**src/rtl/reed_solomon_encoder.sv**
```systemverilog
`timescale 1ns/1ps
`default_nettype none
// ============================================================================
// Module   : reed_solomon_encoder
// Brief    : Systematic RS(K+NPAR, K) encoder over GF(2^8). Message bytes
//            pass straight through; NPAR parity bytes from an LFSR division
//            by the generator polynomial follow, highest degree first.
// Revision : 1.0  initial release
// ============================================================================
module reed_solomon_encoder #(
    parameter int         K         = 239,
    parameter int         NPAR      = 16,
    parameter logic [8:0] PRIM_POLY = 9'h11D,
    parameter int         FCR       = 0
) (
    input  logic        clk,
    input  logic        reset_n,
    input  logic        s_valid,
    output logic        s_ready,
    input  logic [7:0]  s_data,
    output logic        m_valid,
    input  logic        m_ready,
    output logic [7:0]  m_data,
    output logic        m_parity,
    output logic        m_last,
    output logic        busy,
    output logic [31:0] cw_count
);

    typedef enum logic [0:0] {
        S_ENC_DATA   = 1'b0,
        S_ENC_PARITY = 1'b1
    } state_t;

    localparam logic [7:0] c_k_last = 8'(K - 1);
    localparam logic [5:0] c_p_last = 6'(NPAR - 1);

    // GF(2^8) multiply; with one constant operand it folds to an XOR network.
    function automatic logic [7:0] gf_mul(input logic [7:0] a, input logic [7:0] b);
        logic [7:0] acc;
        logic [7:0] sh;
        acc = 8'h00;
        sh  = a;
        for (int k = 0; k < 8; k++) begin
            if (b[k]) acc = acc ^ sh;
            sh = sh[7] ? ((sh << 1) ^ PRIM_POLY[7:0]) : (sh << 1);
        end
        return acc;
    endfunction

    // Coefficient idx of g(x) = prod (x + alpha^(FCR+i)), evaluated at elaboration.
    function automatic logic [7:0] gen_coef(input int idx);
        logic [7:0] p [0:32];
        logic [7:0] root;
        for (int j = 0; j <= 32; j++) p[j] = 8'h00;
        p[0] = 8'h01;
        root = 8'h01;
        for (int j = 0; j < FCR; j++) root = gf_mul(root, 8'h02);
        for (int i = 0; i < NPAR; i++) begin
            for (int j = i + 1; j >= 1; j--) p[j] = p[j-1] ^ gf_mul(p[j], root);
            p[0] = gf_mul(p[0], root);
            root = gf_mul(root, 8'h02);
        end
        return p[idx];
    endfunction

    state_t      r_state;
    state_t      w_state_next;
    logic [7:0]  r_lfsr [NPAR];
    logic [7:0]  r_count;
    logic [5:0]  r_pcount;
    logic        r_m_valid;
    logic [7:0]  r_m_data;
    logic        r_m_parity;
    logic        r_m_last;
    logic [31:0] r_cw_count;

    logic        w_out_free;
    logic        w_accept;
    logic        w_emit;
    logic        w_par_last;
    logic [7:0]  w_fb;
    logic [7:0]  w_fb_g [NPAR];

    assign w_out_free = !r_m_valid || m_ready;
    assign w_par_last = (r_pcount == c_p_last);
    assign w_fb       = s_data ^ r_lfsr[NPAR-1];

    for (genvar gi = 0; gi < NPAR; gi++) begin : g_tap
        localparam logic [7:0] c_g = gen_coef(gi);
        assign w_fb_g[gi] = gf_mul(w_fb, c_g);
    end

    // State register.
    always_ff @(posedge clk) begin
        if (!reset_n) r_state <= S_ENC_DATA;
        else          r_state <= w_state_next;
    end

    // Next-state decode and handshake qualification.
    always_comb begin
        w_state_next = r_state;
        s_ready      = 1'b0;
        w_accept     = 1'b0;
        w_emit       = 1'b0;
        case (r_state)
            S_ENC_DATA: begin
                s_ready  = w_out_free;
                w_accept = s_valid && w_out_free;
                if (w_accept && (r_count == c_k_last)) w_state_next = S_ENC_PARITY;
            end
            S_ENC_PARITY: begin
                w_emit = w_out_free;
                if (w_emit && w_par_last) w_state_next = S_ENC_DATA;
            end
            default: w_state_next = S_ENC_DATA;
        endcase
    end

    // Datapath: LFSR update, byte counters and the single output register stage.
    always_ff @(posedge clk) begin
        if (!reset_n) begin
            for (int i = 0; i < NPAR; i++) r_lfsr[i] <= 8'h00;
            r_count    <= 8'h00;
            r_pcount   <= 6'h00;
            r_m_valid  <= 1'b0;
            r_m_data   <= 8'h00;
            r_m_parity <= 1'b0;
            r_m_last   <= 1'b0;
            r_cw_count <= 32'h0;
        end else if (w_accept) begin
            r_m_data   <= s_data;
            r_m_valid  <= 1'b1;
            r_m_parity <= 1'b0;
            r_m_last   <= 1'b0;
            r_lfsr[0]  <= w_fb_g[0];
            for (int i = 1; i < NPAR; i++) r_lfsr[i] <= r_lfsr[i-1] ^ w_fb_g[i];
            r_count    <= (r_count == c_k_last) ? 8'h00 : (r_count + 8'd1);
        end else if (w_emit) begin
            r_m_data   <= r_lfsr[NPAR-1];
            r_m_valid  <= 1'b1;
            r_m_parity <= 1'b1;
            r_m_last   <= w_par_last;
            r_lfsr[0]  <= 8'h00;
            for (int i = 1; i < NPAR; i++) r_lfsr[i] <= r_lfsr[i-1];
            if (w_par_last) begin
                r_pcount   <= 6'h00;
                r_cw_count <= r_cw_count + 32'd1;
            end else begin
                r_pcount   <= r_pcount + 6'd1;
            end
        end else if (m_ready) begin
            r_m_valid  <= 1'b0;
        end
    end

    assign m_valid  = r_m_valid;
    assign m_data   = r_m_data;
    assign m_parity = r_m_parity;
    assign m_last   = r_m_last;
    assign cw_count = r_cw_count;
    // A held final byte still belongs to the codeword until it is taken.
    assign busy     = (r_count != 8'h00) || (r_state == S_ENC_PARITY) || (r_m_valid && r_m_last);

endmodule
`default_nettype wire

```
**config.mk**
```make
export PLATFORM = sky130hd
export DESIGN_NAME = reed_solomon_encoder
export DESIGN_NICKNAME = d
export VERILOG_FILES = /design/src/rtl/reed_solomon_encoder.sv
export SDC_FILE = /design/constraint.sdc
export NUM_CORES = 1
export LEC_CHECK = 0
export CORE_MARGIN = 5
export CORE_UTILIZATION = 55
export CTS_CLUSTER_SIZE = 12
export DETAILED_ROUTE_END_ITERATION = 10
export GPL_TIMING_DRIVEN = 0
export PLACE_DENSITY_LB_ADDON = 0.05
export SYNTH_ARGS = -nofsm -noshare
export SYNTH_HDL_FRONTEND = slang
export SYNTH_SLANG_ARGS = --single-unit
```
**constraint.sdc**
```tcl
create_clock -name clk -period 7 [get_ports clk]
set_clock_uncertainty 0.1 [all_clocks]
set_input_delay 1.75 -clock clk [delete_from_list [all_inputs] [get_ports clk]]
set_output_delay 1.75 -clock clk [all_outputs]
set_load 0.05 [all_outputs]
```
==> summary.md <==
| Metric | Value |
|---|---|
| HP Start | m_data[5] |
| Synth Flop Type | edfxtp_1 |
| Final Wtd Congestion | 0.886 |
| Worst R2R Start | r_lfsr[15][7] |
| Total GRT Usage | 0.244 |
| Nets@finish | 1041 |
| Final setup violation count | 0 |
| Min-delay worst type | flip-flop to flip-flop |
| Most numerous cell in the Yosys netlist | edfxtp_1 |
| Core area | 18000 um^2 |
| CTS tree | done |
| Crit-path max FO | 4 |
| CP Capture Type | output port |
| Setup tns final | 0 ps |
| Critical Path Start | m_ready |
| Ratio of cells with drive above 1 in the final layout | 0.0579 |
| Worst hold slack | 368 ps |
| WL/cell | 20.6 um |
| Clock sink count | 186 |
| Initial Util | 0.560 |
| Post-route antenna net violation count | 0 |
| CTS max path bufs | 2 |
| Fin area | 11500 um^2 |
| Slowest cell delay on critical path | 830 ps |
| Fin crit period | 5150 ps |
| Post-DP Area | 10900 um^2 |
| Critical path class | input pin to output port |
| Die Y | 145 um |
| Htree depth | 4 |
| Cell Area, Synth | 10100 um^2 |
| Antenna diodes | 0 |
| DRC | 0 |
| Post-Place Setup Slack | 1690 ps |
| Async S/R FF share, synth | 0 |
| Total CTS buffers | 17 |
| RSZ-0062 raised after global routing | no |
| Cells after Synth | 949 |
| Largest cells by area after synthesis | edfxtp_1 (38%), dfxtp_1 (12%), xor2_1 (9.1%) |
| Clk slew on worst S/H paths | 70 ps |
| Drt total wl | 26000 um |
| Root Buffer Master | clkbuf_16 |
| Final WS setup | 1850 ps |
| Critical path's slowest cell | clkdlybuf4s50_1 |
| Register bit total from synthesis | 186 |
| Port buffer count | 55 |
| Final hold vios | 0 |
| Slew margin rel. | 0.204 |
| Vias/cell | 5.82 |
| Status | finished clean |
| Worst EP arrival | 3300 ps |
| Pin count of the biggest net entering global routing | 57 |
| Cts repair resizes | 0 |
| First-pass GRT wire length | 40300 um |
| Worst-Margin Slew | 1190 ps |
| Die area | 21100 um^2 |
| Synth-to-layout area growth | 14.6% |
| Top-area cell type share of the netlist area | 0.382 |
| CP Cell Sequence | clkdlybuf4s50_1 -> nor2b_1 -> nor2_1 -> clkdlybuf4s50_1 |
| Num ports | 57 |
| Vias | 7366 |
| Detailed Route Iter0 Violations | 849 |
| Most frequent CP cell | clkdlybuf4s50_1 |
| Post-synth net total | 966 |
| Post-synthesis sequential area ratio | 0.498 |
| Unique masters post-synth | 40 |
| Post-CTS setup buffers | 0 |
| Cell taking the most area after synthesis | edfxtp_1 |
| Final worst path period share | 0.736 |
| Vias in the first global route | 6845 |
| R2R Setup Slk | 3390 ps |
| Post-synthesis average cell area | 10.6 um^2 |
| Post-synth EDFFs | 128 |
| Clk_lat worst skew | 430 ps |
| Row count | 49 |
| Synth Warn # | 0 |
| Initial antenna violation count | 1 |
| Total of max-cap violations | 0 |
| # hold bufs at CTS | 0 |
| Fmax | 0.194 GHz |
| Top post-synthesis cells by count | edfxtp_1 (128), nor2_1 (107), xor2_1 (105) |
| DP HPWL | 18300 um |
| DRT Pass-1 Iters | 6 |
| Die width | 145 um |
| Max Slew Vio Count | 0 |
| Worst EP required | 5150 ps |
| Overflow after GRT | 0 |
| Startpoint types | input pin |
==> path summary, 6_finish.rpt <==
check                 endpoint  depth (start not counted)
setup / recovery       s_ready                          4
setup reg to reg  r_lfsr[9][4]                          6
hold / removal       m_data[5]                          2
hold reg to reg      m_data[5]                          2
==> worst max-delay path: cells and delay by family <==
family	cells	cell delay, ps
and+or+nand+nor	2	250
buffers and inverters	2	1300
==> per-stage QoR <==
step / utilization / cells
CTS: 0.642 / 1266
finish: 0.642 / 1266
detailed placement: 0.609 / 1234
floorplan: - / 949
global placement: 0.606 / 1233
global route: 0.642 / 1266
==> cell families (layout without fill, tap and decap cells) <==
group           Yosys count  in the layout  synth area share
compound gates          155            155            0.0820
xor+xnor                216            216             0.233
fa+ha+maj                 5              5           0.00622
buf+inv                  58            146            0.0223
flops                   186            186             0.498
mux                       3              3           0.00299
simple gates            326            326             0.156
==> placed cells by master, fill, tap and decap left out, types with 4 or more instances in the layout <==
cell / n
clkdlybuf4s50_1: 55
a21oi_1: 77
nand2_1: 80
a22oi_1: 8
and3_1: 8
xnor2_1: 76
or3_1: 62
xnor2_2: 7
xnor3_1: 21
nor4_1: 4
or2_2: 5
xor2_1: 105
edfxtp_1: 128
clkbuf_16: 17
dfxtp_1: 58
nor2_1: 107
and4_1: 4
and2_1: 4
nand4_1: 10
o21ai_0: 62
nor2b_1: 8
inv_1: 7
nand3_1: 15
nor3_1: 8
a21bo_2: 4
ha_1: 5
clkbuf_1: 45
buf_2: 5
==> metal layers <==
| metal | up-vias | part of all wire | track usage |
|---|---|---|---|
| met3 | 55 | 0.085 | 0.0490 |
| li1 | 3449 | - | - |
| met5 | - | 0.00046 | 0 |
| met1 | 3537 | 0.44 | 0.363 |
| met4 | 2 | 0.022 | 0.0658 |
| met2 | 323 | 0.45 | 0.368 |
==> area by class of cell <==
| type | instances | area [um^2] |
|---|---|---|
| fillers | 1471 | 6440 |
| flip-flops and latches | 186 | 5000 |
| multi-input cells | 705 | 4850 |
| repair buffers | 56 | 578 |
| clock buffers | 18 | 439 |
| well taps | 229 | 287 |
| plain buffers | 50 | 194 |
| clock inverters | 14 | 144 |
| inverters | 8 | 30.0 |
==> state kept, by name (all words and copies together), names as in the netlist <==
register,cells
r_count,8
cw_count,32
m_data,8
m_last,1
r_pcount,6
m_valid,1
r_state,1
m_parity,1
r_lfsr,128
Power is not shown: default switching activity piles up to over one toggle a cycle in this logic, so the estimate is an artifact.
